==> config.mk <==
export PLATFORM = sky130hd
export DESIGN_NAME = bank_deposit_controller
export DESIGN_NICKNAME = d
export VERILOG_FILES = /design/src/rtl/bank_deposit_controller_pkg.sv /design/src/rtl/bank_deposit_controller_dwell_timer.sv /design/src/rtl/bank_deposit_controller.sv
export SDC_FILE = /design/constraint.sdc
export NUM_CORES = 1
export LEC_CHECK = 0
export CAP_MARGIN = 20
export CORE_ASPECT_RATIO = 0.5
export CORE_MARGIN = 3
export CORE_UTILIZATION = 35
export CTS_CLUSTER_SIZE = 24
export DETAILED_ROUTE_END_ITERATION = 16
export SKIP_CTS_REPAIR_TIMING = 1
export SLEW_MARGIN = 5
export SYNTH_ARGS = -nofsm -noshare
export SYNTH_HDL_FRONTEND = slang
export SYNTH_SLANG_ARGS = --single-unit
export TNS_END_PERCENT = 1
==> constraint.sdc <==
create_clock -name clk -period 2.2 [get_ports clk]
set_input_delay 0.33 -clock clk [delete_from_list [all_inputs] [get_ports clk]]
set_output_delay 0.33 -clock clk [all_outputs]
set_load 0.03 [all_outputs]
==> src/rtl/bank_deposit_controller_pkg.sv <==
// Shared constants, state encoding and box-count helper for the bank deposit controller.
// Optional feature macro: COMBO_BONUS_EN (consumed by bank_deposit_controller.sv).
package bank_deposit_controller_pkg;

    localparam int unsigned HEIGHT_W = 10;
    localparam int unsigned SCORE_W  = 14;

    localparam logic [HEIGHT_W-1:0] BASE_HEIGHT_DEF = 10'd30;
    localparam logic [SCORE_W-1:0]  SCORE_MAX_DEF   = 14'd9999;

    typedef enum logic [2:0] {
        ST_IDLE   = 3'd0,
        ST_DWELL  = 3'd1,
        ST_DROP   = 3'd2,
        ST_SETTLE = 3'd3,
        ST_EXIT   = 3'd4
    } state_t;

    // Boxes carried, derived from height by threshold compare (no divider).
    function automatic logic [1:0] boxes_held(input logic [HEIGHT_W-1:0] height,
                                              input logic [HEIGHT_W-1:0] base);
        logic [HEIGHT_W+1:0] h;
        logic [HEIGHT_W+1:0] two_base;
        logic [HEIGHT_W+1:0] three_base;
        h          = (HEIGHT_W+2)'(height);
        two_base   = (HEIGHT_W+2)'(base) << 1;
        three_base = two_base + (HEIGHT_W+2)'(base);
        if (h >= three_base)
            boxes_held = 2'd2;
        else if (h >= two_base)
            boxes_held = 2'd1;
        else
            boxes_held = 2'd0;
    endfunction

endpackage

==> src/rtl/bank_deposit_controller_dwell_timer.sv <==
// Dwell timer: counts enabled cycles from a clear up to DWELL_CYCLES-1 and holds there.
module bank_deposit_controller_dwell_timer #(
    parameter int unsigned DWELL_CYCLES = 25000000
) (
    input  logic clk,
    input  logic rst,
    input  logic i_clear,
    input  logic i_en,
    output logic o_done
);

    localparam int unsigned CNT_W = (DWELL_CYCLES > 1) ? $clog2(DWELL_CYCLES) : 1;
    localparam logic [CNT_W-1:0] TERMINAL = CNT_W'(DWELL_CYCLES - 1);

    logic [CNT_W-1:0] r_count;
    logic             w_at_terminal;

    assign w_at_terminal = (r_count == TERMINAL);
    assign o_done        = w_at_terminal;

    // Clear wins over count; counting stops at the terminal value.
    always_ff @(posedge clk) begin
        if (rst)
            r_count <= '0;
        else if (i_clear)
            r_count <= '0;
        else if (i_en && !w_at_terminal)
            r_count <= r_count + CNT_W'(1);
    end

endmodule

==> src/rtl/bank_deposit_controller.sv <==
// Bank deposit controller: drops one box per dwell period while the player is in the bank,
// confirms each drop from the height read back, and credits a saturating score.
// Optional feature macro: COMBO_BONUS_EN (second confirmed deposit of a visit earns a bonus).
module bank_deposit_controller
    import bank_deposit_controller_pkg::*;
#(
    parameter logic [HEIGHT_W-1:0] BASE_HEIGHT    = BASE_HEIGHT_DEF,
    parameter int unsigned         DWELL_CYCLES   = 25000000,
    parameter logic [SCORE_W-1:0]  POINTS_PER_BOX = 14'd1,
    parameter logic [SCORE_W-1:0]  SCORE_MAX      = SCORE_MAX_DEF
`ifdef COMBO_BONUS_EN
    ,
    parameter logic [SCORE_W-1:0]  BONUS_POINTS   = 14'd2
`endif
) (
    input  logic                clk,
    input  logic                rst,
    input  logic                game_en,
    input  logic                player_in_bank,
    input  logic [HEIGHT_W-1:0] current_height,
    output logic                box_dropped_in,
    output logic [SCORE_W-1:0]  score,
    output logic                deposit_busy,
    output logic                deposit_done
);

    state_t              r_state;
    logic                r_drop;
    logic                r_done;
    logic                r_busy;
    logic [SCORE_W-1:0]  r_score;
    logic [HEIGHT_W-1:0] r_snap;

    logic [1:0]          w_held;
    logic                w_confirm;
    logic                w_timer_done;
    logic                w_timer_clear;
    logic                w_timer_en;
    logic [SCORE_W-1:0]  w_add;
    logic [SCORE_W:0]    w_sum;
    logic [SCORE_W-1:0]  w_score_next;

    assign w_held = boxes_held(current_height, BASE_HEIGHT);

    // A drop is confirmed when the height fell by exactly one box since the snapshot.
    assign w_confirm = ((HEIGHT_W+1)'(current_height) + (HEIGHT_W+1)'(BASE_HEIGHT))
                       == (HEIGHT_W+1)'(r_snap);

    // Timer restarts whenever we are outside DWELL, so each DWELL entry starts at zero.
    assign w_timer_clear = game_en && (r_state != ST_DWELL);
    assign w_timer_en    = game_en && (r_state == ST_DWELL);

    bank_deposit_controller_dwell_timer #(
        .DWELL_CYCLES (DWELL_CYCLES)
    ) u_dwell_timer (
        .clk     (clk),
        .rst     (rst),
        .i_clear (w_timer_clear),
        .i_en    (w_timer_en),
        .o_done  (w_timer_done)
    );

`ifdef COMBO_BONUS_EN
    logic [1:0] r_visit;

    // Counts confirmed deposits in the current bank visit; cleared whenever the visit ends.
    always_ff @(posedge clk) begin
        if (rst)
            r_visit <= 2'd0;
        else if (game_en) begin
            if ((r_state == ST_IDLE) ||
                ((r_state == ST_DWELL) && !player_in_bank) ||
                ((r_state == ST_EXIT) && !player_in_bank))
                r_visit <= 2'd0;
            else if ((r_state == ST_SETTLE) && w_confirm && (r_visit != 2'd3))
                r_visit <= r_visit + 2'd1;
        end
    end

    assign w_add = (r_visit == 2'd1) ? (POINTS_PER_BOX + BONUS_POINTS) : POINTS_PER_BOX;
`else
    assign w_add = POINTS_PER_BOX;
`endif

    // Saturating score add with one bit of headroom.
    assign w_sum        = (SCORE_W+1)'(r_score) + (SCORE_W+1)'(w_add);
    assign w_score_next = (w_sum > (SCORE_W+1)'(SCORE_MAX)) ? SCORE_MAX : w_sum[SCORE_W-1:0];

    // Deposit sequencing FSM; all state holds while game_en is low.
    always_ff @(posedge clk) begin
        if (rst) begin
            r_state <= ST_IDLE;
            r_drop  <= 1'b0;
            r_done  <= 1'b0;
            r_busy  <= 1'b0;
            r_score <= '0;
            r_snap  <= '0;
        end else if (game_en) begin
            r_done <= 1'b0;
            case (r_state)
                ST_IDLE: begin
                    if (player_in_bank) begin
                        if (w_held != 2'd0) begin
                            r_state <= ST_DWELL;
                            r_busy  <= 1'b1;
                        end else begin
                            r_state <= ST_EXIT;
                        end
                    end
                end
                ST_DWELL: begin
                    if (!player_in_bank) begin
                        r_state <= ST_IDLE;
                        r_busy  <= 1'b0;
                    end else if (w_timer_done) begin
                        r_state <= ST_DROP;
                        r_drop  <= 1'b1;
                    end
                end
                ST_DROP: begin
                    r_snap  <= current_height;
                    r_drop  <= 1'b0;
                    r_state <= ST_SETTLE;
                end
                ST_SETTLE: begin
                    if (w_confirm) begin
                        r_done  <= 1'b1;
                        r_score <= w_score_next;
                    end
                    if (player_in_bank && (w_held != 2'd0)) begin
                        r_state <= ST_DWELL;
                    end else if (player_in_bank) begin
                        r_state <= ST_EXIT;
                        r_busy  <= 1'b0;
                    end else begin
                        r_state <= ST_IDLE;
                        r_busy  <= 1'b0;
                    end
                end
                ST_EXIT: begin
                    if (!player_in_bank)
                        r_state <= ST_IDLE;
                end
                default: begin
                    r_state <= ST_IDLE;
                    r_drop  <= 1'b0;
                    r_busy  <= 1'b0;
                end
            endcase
        end
    end

    // Pulses are suppressed while the game is paused; they reappear on resume.
    assign box_dropped_in = r_drop & game_en;
    assign deposit_done   = r_done & game_en;
    assign score          = r_score;
    assign deposit_busy   = r_busy;

endmodule

* After elaboration in Yosys (flattened, before gate mapping)
Cells that the tools add are included.
** Storage, ports and cells
- Bits of input ports :: 14
- Output and inout bits :: 17
- Flip-flop bits (word level) :: 55
** Cells by class
- Eq/ne operators :: 15
- Add/sub/neg operators :: 3
- Order comparisons :: 3
- Multiplexer cells :: 21
- Bitwise operators :: 4
- Reductions and logical operators :: 15
** Operators by type and width (number)
- adder 25 x 1 -> 25 bit (second input constant) :: 1
- equality test 25 bit (second input constant) :: 1
- two-way mux 3 bit :: 7
- adder 14 x 1 -> 15 bit (second input constant) :: 1
- > comparator 15 x 14 -> 1 bit (second input constant) :: 1
- one-hot mux 3 bit (5 select lines) :: 1
- two-way mux 14 bit :: 1
- inequality test 2 bit (second input constant) :: 6
- adder 10 x 5 -> 11 bit (second input constant) :: 1
- equality test 11 x 10 -> 1 bit :: 1
- >= comparator 10 x 6 -> 1 bit (second input constant) :: 1
- >= comparator 10 x 7 -> 1 bit (second input constant) :: 1
- two-way mux 1 bit :: 9
- AND reduction 4 bit :: 2
- equality test 3 x 2 -> 1 bit (second input constant) :: 2
- AND reduction 6 bit :: 1
- logical AND 1 bit :: 4
- one-hot mux 1 bit (4 select lines) :: 1
- OR reduction 2 bit :: 2
- equality test 3 x 1 -> 1 bit (second input constant) :: 1
- equality test 3 bit (second input constant) :: 1
- zero test 3 bit :: 1
- inequality test 3 x 1 -> 1 bit (second input constant) :: 1
- inequality test 3 x 2 -> 1 bit (second input constant) :: 1
- 10 further kinds :: 12

* Logic depth before layout (Yosys ltp)
Gate-level depths: netlist of run 1.
- Word-level depth :: 7
- Gate-level depth with buffers :: 10
- Gate-level depth less buffers :: 9

* By module
A second synthesis of run 1 with hierarchy kept.
** Second synthesis, totals
- Cells, all modules :: 477
- Area total of the unflattened synthesis :: 3668.5 sq um
** Modules (own cells, without submodules)
- bank_deposit_controller :: instances 1, area an instance 2361.0 sq um, cells each 321, sequential area each 600.6 sq um
- bank_deposit_controller_dwell_timer :: instances 1, area an instance 1307.5 sq um, cells each 156, sequential area each 500.5 sq um

* Least setup slack after synthesis of run 1
OpenSTA, ideal clock, no wires.
- Kind :: reg-to-reg
- From :: register r_score[9], in the netlist score[9]
- To :: register r_score[12], in the netlist score[12]
- Buffers on the path :: 1
- Library setup time :: 0.070 ns
- Required time :: 2.130 ns
- Arrival time :: 2.465 ns
- Cell stages (with the launch flop) :: 9
- Setup slack :: -0.335 ns
- Path through :: dfxtp_1 clkbuf_1 nand4_1 nor4_1 mux2_2 a31oi_1 o21ai_2 or4_1 a21oi_1
** On the way
- Longest elaborated chain between the ends :: 3
** RTL lines
- from (decl) :: RTL line bank_deposit_controller.sv:31 : logic [SCORE_W-1:0] r_score;
- from (signal assigned) :: RTL line bank_deposit_controller.sv:128 : r_score <= w_score_next;
- adder 14 x 1 -> 15 bit (*) :: RTL line bank_deposit_controller.sv:86 : assign w_sum = (SCORE_W+1)'(r_score) + (SCORE_W+1)'(w_add);
- > comparator 15 x 14 -> 1 bit :: RTL line bank_deposit_controller.sv:87 : assign w_score_next = (w_sum > (SCORE_W+1)'(SCORE_MAX)) ? SCORE_MAX : w_sum[SCORE_W-1:0];
- two-way mux 14 bit (*) :: RTL line bank_deposit_controller.sv:87
Every way passes the cells marked *; elsewhere a longest branch is shown, timed or not.
A chain may end at the register's enable or synchronous reset.

* Worst setup path after layout of run 1
- From :: register r_snap[8]
- To :: register r_score[12], in the netlist score[12]
** On the way
- Longest elaborated chain between the ends :: 2
** RTL lines
- from (decl) :: RTL line bank_deposit_controller.sv:32 : logic [HEIGHT_W-1:0] r_snap;
- from (signal assigned) :: RTL line bank_deposit_controller.sv:121 : r_snap <= current_height;
- equality test 11 x 10 -> 1 bit :: RTL line bank_deposit_controller.sv:47 : == (HEIGHT_W+1)'(r_snap);
- AND reduction 3 bit (no source line)
No other way between the ends.

==> results.cfg, run 1 <==
[logic_synthesis]
synthesis.nets = 442
yosys.area.top_type = dfxtp_1
synth_top_flop_cell = dfxtp_1
synth-warning-count = 0
async_flop_share_pct = 0
synth_seq_cells = 55
ys_seq_area_share_pct = 33.2
synth_edf_count = 0
synth.distinct_cells = 66
synth_area_leaders = dfxtp_1 33%, nand2_1 5.7%, a21oi_1 4.5%
synth_cells = 423
synth_area_sq_mm = 0.00332
synth_top_area_share_pct = 33.2
postSynthAreaPerCell_sq_um = 7.85

[worst_setup_path]
cpPeakStageDelay_ns = 0.56
path_class = flop to flop
end_kind = flop
crit_path_start_kind = flop
cp.required_ns = 2.44
path_max_fanout = 4
path_buf_inv = 0
cpLargestDelayFamily = simple AND/OR/NAND/NOR gates
crit_slowest_cell = or4_4
path_cells = xor2_2 -> or3b_4 -> a2111oi_4 -> nand4_4 -> or4_4 -> a21oi_2
arrival_ns = 2.50

[sta]
hold_viol_final = 0
rsz0062_at_grt = yes
fin_ws_ns = -0.0624
tightest_slew_ns = 0.488
fmax_ghz = 0.442
fin_hold_ws_ns = 0.418
slew_headroom_pct = 67.3
finClkSkew_ns = 0.00469
setup_viol = 2
slew_viol_final = 0
fin_crit_ns = 2.26
period_share_pct = 103

[layout]
areaGrowthSynthToFinish_pct = 45.0
postLayoutCoreUtil_pct = 53.8
layout.nets = 546
final_cells = 645
diodes = 0
final_common_cell = buf_4
seqCellArea_sq_mm = 0.00114
drive_gt1_share_pct = 31.1
nFillCells = 875
multi_input_area_sq_mm = 0.00232
final_cell_mix = 86 x buf_4, 48 x nand2_1, 39 x dfxtp_1

[worst_hold_path]
holdCritPathClass = input port to flop

[outcome]
outcome = finished, violations left
violations = setup timing

[place]
place_inst = 634
portBuffers = 30
gp_congestion = 0.859
dpl.hpwl_um = 6320
dpl_worst_slack_ns = -0.695

[drt]
drt_iter0_drc = 121
drcViolationCount = 0
dr.pass1.iters = 4
dr_total_vias = 3372
wl_per_cell_um = 13.7
wl_um = 8830
antenna_left = 0
vias_per_cell = 5.23

[global_route]
overflow = 0
grt_max_degree = 26
grt_pass1_vias = 3058
grt_pass1_wl_um = 14100
track_usage_pct = 16.4
antenna_found_initial = 0

[power_and_ir_drop]
pwr_density_cell_mw_per_mm2 = 444
peakVddDrop_v = 0.000307
p_leak_nw = 1.82
fin_total_pwr_mw = 2.14

[job]
cap_violations = 0

[die]
die-height_um = 74.9
die_x_um = 144
fp-row-count = 24
start_util_pct = 37.1
io_pins = 31
coreArea_sq_mm = 0.00895
dieArea_sq_mm = 0.0108

[clocking]
cts_buffer_depth = 2
insertion_delay_ns = 0.31
cts_tree = built
numCtsBuffers = 5
cts-htree-levels = 2
clock-sinks = 55
clkTransAtPathRegs_ns = 0.07
cts-root-buf = clkbuf_16
synth_stat cells (6+ instances only):
library cell	instances
a21oi_1	30
xor2_1	12
nand2b_1	9
nand3_1	21
nand4_1	9
nand2_1	50
nor4_1	8
and2_1	8
inv_1	18
dfxtp_1	55
clkbuf_1	11
xnor2_1	17
and3_1	6
or3_1	10
o21ai_0	22
nor2_1	35
nor3_1	13
routing by layer:
| metal | global-route usage (%) | routed length [um] |
|---|---|---|
| met5 | 0 | 0 |
| met4 | 5.74 | 147 |
| met3 | 3.43 | 272 |
| met2 | 27.6 | 4210 |
| met1 | 21.3 | 4200 |
report_power, final:
part,internal (mW),switching [mW],total (mW)
Clock,0.457,0.397,0.854
Sequential,0.997,0.00753,1.00
Combinational,0.133,0.147,0.280
Total,1.59,0.552,2.14
tightest hold or removal path, cell delays in order:
cell,delay (ns)
dlymetal6s2s_1,0.20
nand2_1,0.09
a21oi_1,0.06
area by class of cell:
class | instances | area share [%]
clock inverter | 2 | 0.312
clock buffer | 6 | 2.88
inverter | 18 | 1.40
multi-input combinational | 329 | 48.1
sequential | 55 | 23.6
timing repair buffer | 118 | 20.6
tap | 117 | 3.04
sequential cells by signal, indices dropped and copies added (netlist names):
name	cells
u_dwell_timer.r_count	25
score	14
r_snap	10
r_state	3
deposit_busy	1
r_done	1
r_drop	1
kinds of logic after synthesis:
logic type | after synthesis | share of synthesized area, %
xor gates and xnor gates | 29 | 7.65
and+or+nand+nor | 203 | 32.9
adders and majority gates | 5 | 1.88
buffers and inverters | 39 | 5.84
DFF | 55 | 33.2
AOI/OAI and AO/OA | 88 | 17.4
muxes | 4 | 1.24
worst paths after layout:
check / start / to / slack, ns / cells after the start
worst max-delay path: r_snap[8] / score[12] / -0.06 / 6
worst max register to register: r_snap[8] / score[12] / -0.06 / 6
worst min register to register: r_snap[0] / r_snap[0] / 0.47 / 2
worst min-delay path: current_height[6] / r_snap[6] / 0.42 / 3
through the flow:
stage,instance area (sq um),TNS (ns)
after floorplan,3440,-0.0834
after global placement,4390,-9.55
after global routing,4810,-0.636
after CTS,4540,-5.83
after detailed placement,4390,-10.48
final,4810,-0.0988
Power figures use the tool's default switching activity.
==> run 2: changes to the inputs <==
CELL_PAD_IN_SITES_DETAIL_PLACEMENT = 0   (was not set)
CELL_PAD_IN_SITES_GLOBAL_PLACEMENT = 2   (was not set)
CORE_UTILIZATION = 31   (was 35)
MAX_ROUTING_LAYER = met4   (was not set)
PLACE_DENSITY_LB_ADDON = 0.1   (was not set)
==> results.cfg, run 2 (synthesized netlist as in run 1, its figures left out) <==
[sta]
tightest_slew_ns = 0.459
slew_headroom_pct = 69.3
rsz0062_at_grt = yes
fmax_ghz = 0.443
finClkSkew_ns = 0.00871
setup_viol = 4
period_share_pct = 103
fin_ws_ns = -0.0592
fin_crit_ns = 2.26
fin_hold_ws_ns = 0.425
hold_viol_final = 0
slew_viol_final = 0

[layout]
largest_reg_flops = 25
areaGrowthSynthToFinish_pct = 47.3
seqCellArea_sq_mm = 0.00114
final_cell_mix = 91 x buf_4, 48 x nand2_1, 38 x dfxtp_1
layout.nets = 552
multi_input_area_sq_mm = 0.00233
final_common_cell = buf_4
drive_gt1_share_pct = 32.6
nFillCells = 987
largest_register = u_dwell_timer.r_count
postLayoutCoreUtil_pct = 47.4
diodes = 0

[worst_setup_path]
r2r_cells = 6
crit_slowest_cell = or4_4
path_class = flop to flop
cp.required_ns = 2.42
end_kind = flop
path_buf_inv = 0
arrival_ns = 2.48
path_max_fanout = 4
critical_path_cell_count = 6
path_cells = xor2_2 -> or3b_4 -> a2111oi_4 -> nand4_4 -> or4_4 -> a21oi_2
crit_path_start_kind = flop
cpLargestDelayFamily = simple AND/OR/NAND/NOR gates
cpPeakStageDelay_ns = 0.57

[drt]
dr_total_vias = 3379
wl_per_cell_um = 13.9
drt_iter0_drc = 95
drcViolationCount = 0
dr.pass1.iters = 4
wl_um = 9330
antenna_left = 0
vias_per_cell = 5.02

[clocking]
clock-sinks = 55
numCtsBuffers = 5
cts_buffer_depth = 2
cts_tree = built
insertion_delay_ns = 0.29
clkTransAtPathRegs_ns = 0.08
cts-root-buf = clkbuf_16
cts-htree-levels = 2

[power_and_ir_drop]
p_leak_nw = 1.84
peakVddDrop_v = 0.000364
fin_total_pwr_mw = 2.10
pwr_density_cell_mw_per_mm2 = 429

[place]
dpl.hpwl_um = 7060
portBuffers = 30
gp_congestion = 0.852

[outcome]
outcome = finished, violations left
violations = setup timing

[die]
die_x_um = 152
dieArea_sq_mm = 0.0121
start_util_pct = 32.2
die-height_um = 79.2
coreArea_sq_mm = 0.0103
io_pins = 31
fp-row-count = 26

[global_route]
antenna_found_initial = 0
grt_pass1_wl_um = 15200
grt_max_degree = 26
grt_pass1_vias = 3293
track_usage_pct = 15.4
overflow = 0

[worst_hold_path]
whs_path_depth = 3
holdCritPathClass = input port to flop

[job]
cap_violations = 0
run 2: changes by cell type in the layout (fill, tap and decap cells not counted), sizes merged:
cell / previous run / this run
clkbuf: 7 / 6
buf: 88 / 95
clkdlybuf4s50: 21 / 19
dlymetal6s2s: 8 / 9
run 2: per-layer routing:
metal	track usage (%)	share of wire, %
met3	3.32	3.0
met4	3.23	0.51
met2	27.3	50
met1	18.2	46
met5	-	0
run 2: power by group:
| group | leakage, nW | total [mW] | internal [mW] | switching (mW) |
|---|---|---|---|---|
| Clock | 0.0703 | 0.798 | 0.423 | 0.375 |
| Sequential | 0.454 | 1.00 | 0.998 | 0.00611 |
| Combinational | 1.31 | 0.294 | 0.143 | 0.151 |
| Total | 1.84 | 2.10 | 1.56 | 0.532 |
run 2: cell type report:
class | instances | share of cell area (%)
Sequential cell | 55 | 23.3
Timing Repair Buffer | 124 | 21.2
Multi-Input combinational cell | 329 | 47.7
Clock buffer | 5 | 2.56
Clock inverter | 2 | 0.358
Tap cell | 140 | 3.58
Inverter | 18 | 1.38
run 2: worst min-delay path, cell delays in order:
cell and delay (ns):
dlymetal6s2s_1 0.10, buf_4 0.16, a211oi_1 0.07
run 2: worst paths after layout:
kind	endpoint	start	slack (ns)
max	score[12]	r_snap[8]	-0.06
min	r_drop	game_en	0.42
max reg2reg	score[12]	r_snap[8]	-0.06
min reg2reg	r_snap[3]	r_snap[3]	0.47
run 2: stage by stage:
step	area [sq um]	setup slack, ns	cells	TNS, ns
finish	4890	-0.0592	673	-0.107
floorplan	3440	-0.0138	423	-0.0834
CTS	4560	-0.486	666	-6.97
detailed placement	4420	-0.777	659	-11.23
global placement	4420	-0.644	659	-9.52
global route	4890	-0.148	673	-1.24
==> run 3: changes to the inputs <==
CORE_ASPECT_RATIO = not set   (was 0.5)
==> results.cfg, run 3 (synthesized netlist as in run 1, its figures left out) <==
[drt]
drcViolationCount = 0
wl_um = 9410
vias_per_cell = 4.99
antenna_left = 0
wl_per_cell_um = 14.0
dr_total_vias = 3362
dr.pass1.iters = 4
drt_iter0_drc = 92

[clocking]
clkTransAtPathRegs_ns = 0.11
cts_tree = built
numCtsBuffers = 5
insertion_delay_ns = 0.31
clock-sinks = 55
cts-htree-levels = 2
cts-root-buf = clkbuf_8
cts_buffer_depth = 2

[global_route]
overflow = 0
track_usage_pct = 16.6
grt_max_degree = 26
antenna_found_initial = 0
grt_pass1_vias = 3257
grt_pass1_wl_um = 15600

[worst_setup_path]
path_class = flop to flop
cpPeakStageDelay_ns = 0.47
arrival_ns = 2.42
path_buf_inv = 0
r2r_cells = 7
path_cells = nand4_1 -> nor4_2 -> mux2_4 -> a31oi_4 -> o21ai_2 -> or4_1 -> a21oi_1
crit_path_start_kind = flop
reg2reg_slack_ns = 0.01
cpLargestDelayFamily = simple AND/OR/NAND/NOR gates
crit_slowest_cell = or4_1
r2r_start = score[9]
path_max_fanout = 3
end_kind = flop
cp.required_ns = 2.43
worstReg2RegEnd = score[12]

[layout]
seqCellArea_sq_mm = 0.00114
drive_gt1_share_pct = 32.2
nFillCells = 1089
largest_reg_flops = 25
diodes = 0
post-route-cell-area_sq_mm = 0.00483
multi_input_area_sq_mm = 0.00230
largest_register = u_dwell_timer.r_count
areaGrowthSynthToFinish_pct = 45.4
final_common_cell = buf_4
layout.nets = 556
final_cell_mix = 97 x buf_4, 48 x nand2_1, 39 x dfxtp_1

[worst_hold_path]
holdCritPathClass = input port to flop
min_to = r_snap[6]
hp-start = current_height[6]
whs_path_depth = 3

[sta]
fmax_ghz = 0.457
slew_headroom_pct = 63.8
rsz0062_at_grt = yes
setup_viol = 0
period_share_pct = 99.5
finClkSkew_ns = 0.0102
fin_ws_ns = 0.0109
slew_viol_final = 0
hold_viol_final = 0
fin_crit_ns = 2.19
tightest_slew_ns = 0.542

[power_and_ir_drop]
seq_power_share_pct = 53.4
power_frac_clock_pct = 32.0
power.switching_mw = 0.523
peakVddDrop_v = 0.000224
p_int_mw = 1.36
switching_share_pct = 27.7
share_comb_of_total_power_pct = 14.6
pwr_density_cell_mw_per_mm2 = 390
p_leak_nw = 1.83

[place]
dpl.hpwl_um = 7200
place_area_sq_mm = 0.00446
gp_congestion = 0.816
portBuffers = 30
dpl_worst_slack_ns = -0.717

[die]
coreArea_sq_mm = 0.0104
dieArea_sq_mm = 0.0120
start_util_pct = 32.0
die_x_um = 110
die-height_um = 110
io_pins = 31
fp-row-count = 37

[job]
cap_violations = 0

[outcome]
outcome = finished, final reports clean
-- run 3: cell types whose count changed in the layout (fill, tap and decap cells not counted), moves of 2 or more --
| cell | change |
|---|---|
| a221oi_1 | -2 |
| a221oi_2 | +2 |
| buf_4 | +6 |
| clkbuf_16 | -5 |
| clkbuf_8 | +5 |
| ha_1 | +2 |
| ha_4 | -2 |
| o21ai_0 | -2 |
| o21ai_1 | +2 |
| or4_4 | -2 |
-- run 3: worst min-delay path: cells and delay by family --
family                 cells  cell delay (ns)
AO/OA/AOI/OAI              1             0.05
buffers and inverters      1             0.20
AND/OR/NAND/NOR            1             0.09
-- run 3: cell type report --
type	count	share of cell area, %
clock buffer	5	1.42
clock inverter	3	0.518
tap	136	3.52
inverter	18	1.40
multi-input combinational	329	47.7
timing repair buffer	128	21.9
sequential	55	23.5
-- run 3: power groups by stage --
stage	registers, mW	logic (mW)	clock network [mW]
2_1_floorplan	1.04	0.130	0
4_1_cts	1.01	0.263	0.653
3_5_place_dp	1.03	0.262	0
6_report	1.01	0.275	0.603
5_1_grt	1.01	0.299	0.688
3_3_place_gp	1.03	0.260	0
-- run 3: stage by stage --
stage / TNS [ns] / utilization, % / hold WS [ns] / cells / power [mW]
after global placement: -9.79 / 43.0 / 0.451 / 662 / 1.29
after detailed placement: -10.69 / 43.0 / 0.464 / 662 / 1.29
after CTS: -5.98 / 43.9 / 0.480 / 670 / 1.92
after global routing: -1.31 / 46.6 / 0.397 / 674 / 2.00
after floorplan: -0.0834 / - / 0.448 / 423 / 1.17
final: 0 / 46.6 / 0.400 / 674 / 1.89
-- run 3: metal layers --
layer	global-route usage, %	vias up	part of all wire (%)
met5	-	-	0
met4	2.94	0	0.54
met1	22.0	1578	49
li1	-	1739	-
met2	27.5	41	48
met3	1.94	4	2.4
-- run 3: worst max path at each step --
stage	startpoint	to	slack (ns)	cells past startpoint
floorplan	current_height[1]	score[2]	-0.01	9
global placement	current_height[1]	score[2]	-0.66	9
detailed placement	current_height[1]	score[9]	-0.72	9
CTS	current_height[1]	score[9]	-0.37	9
global route	score[9]	score[12]	-0.13	7
finish	score[9]	score[12]	0.01	7
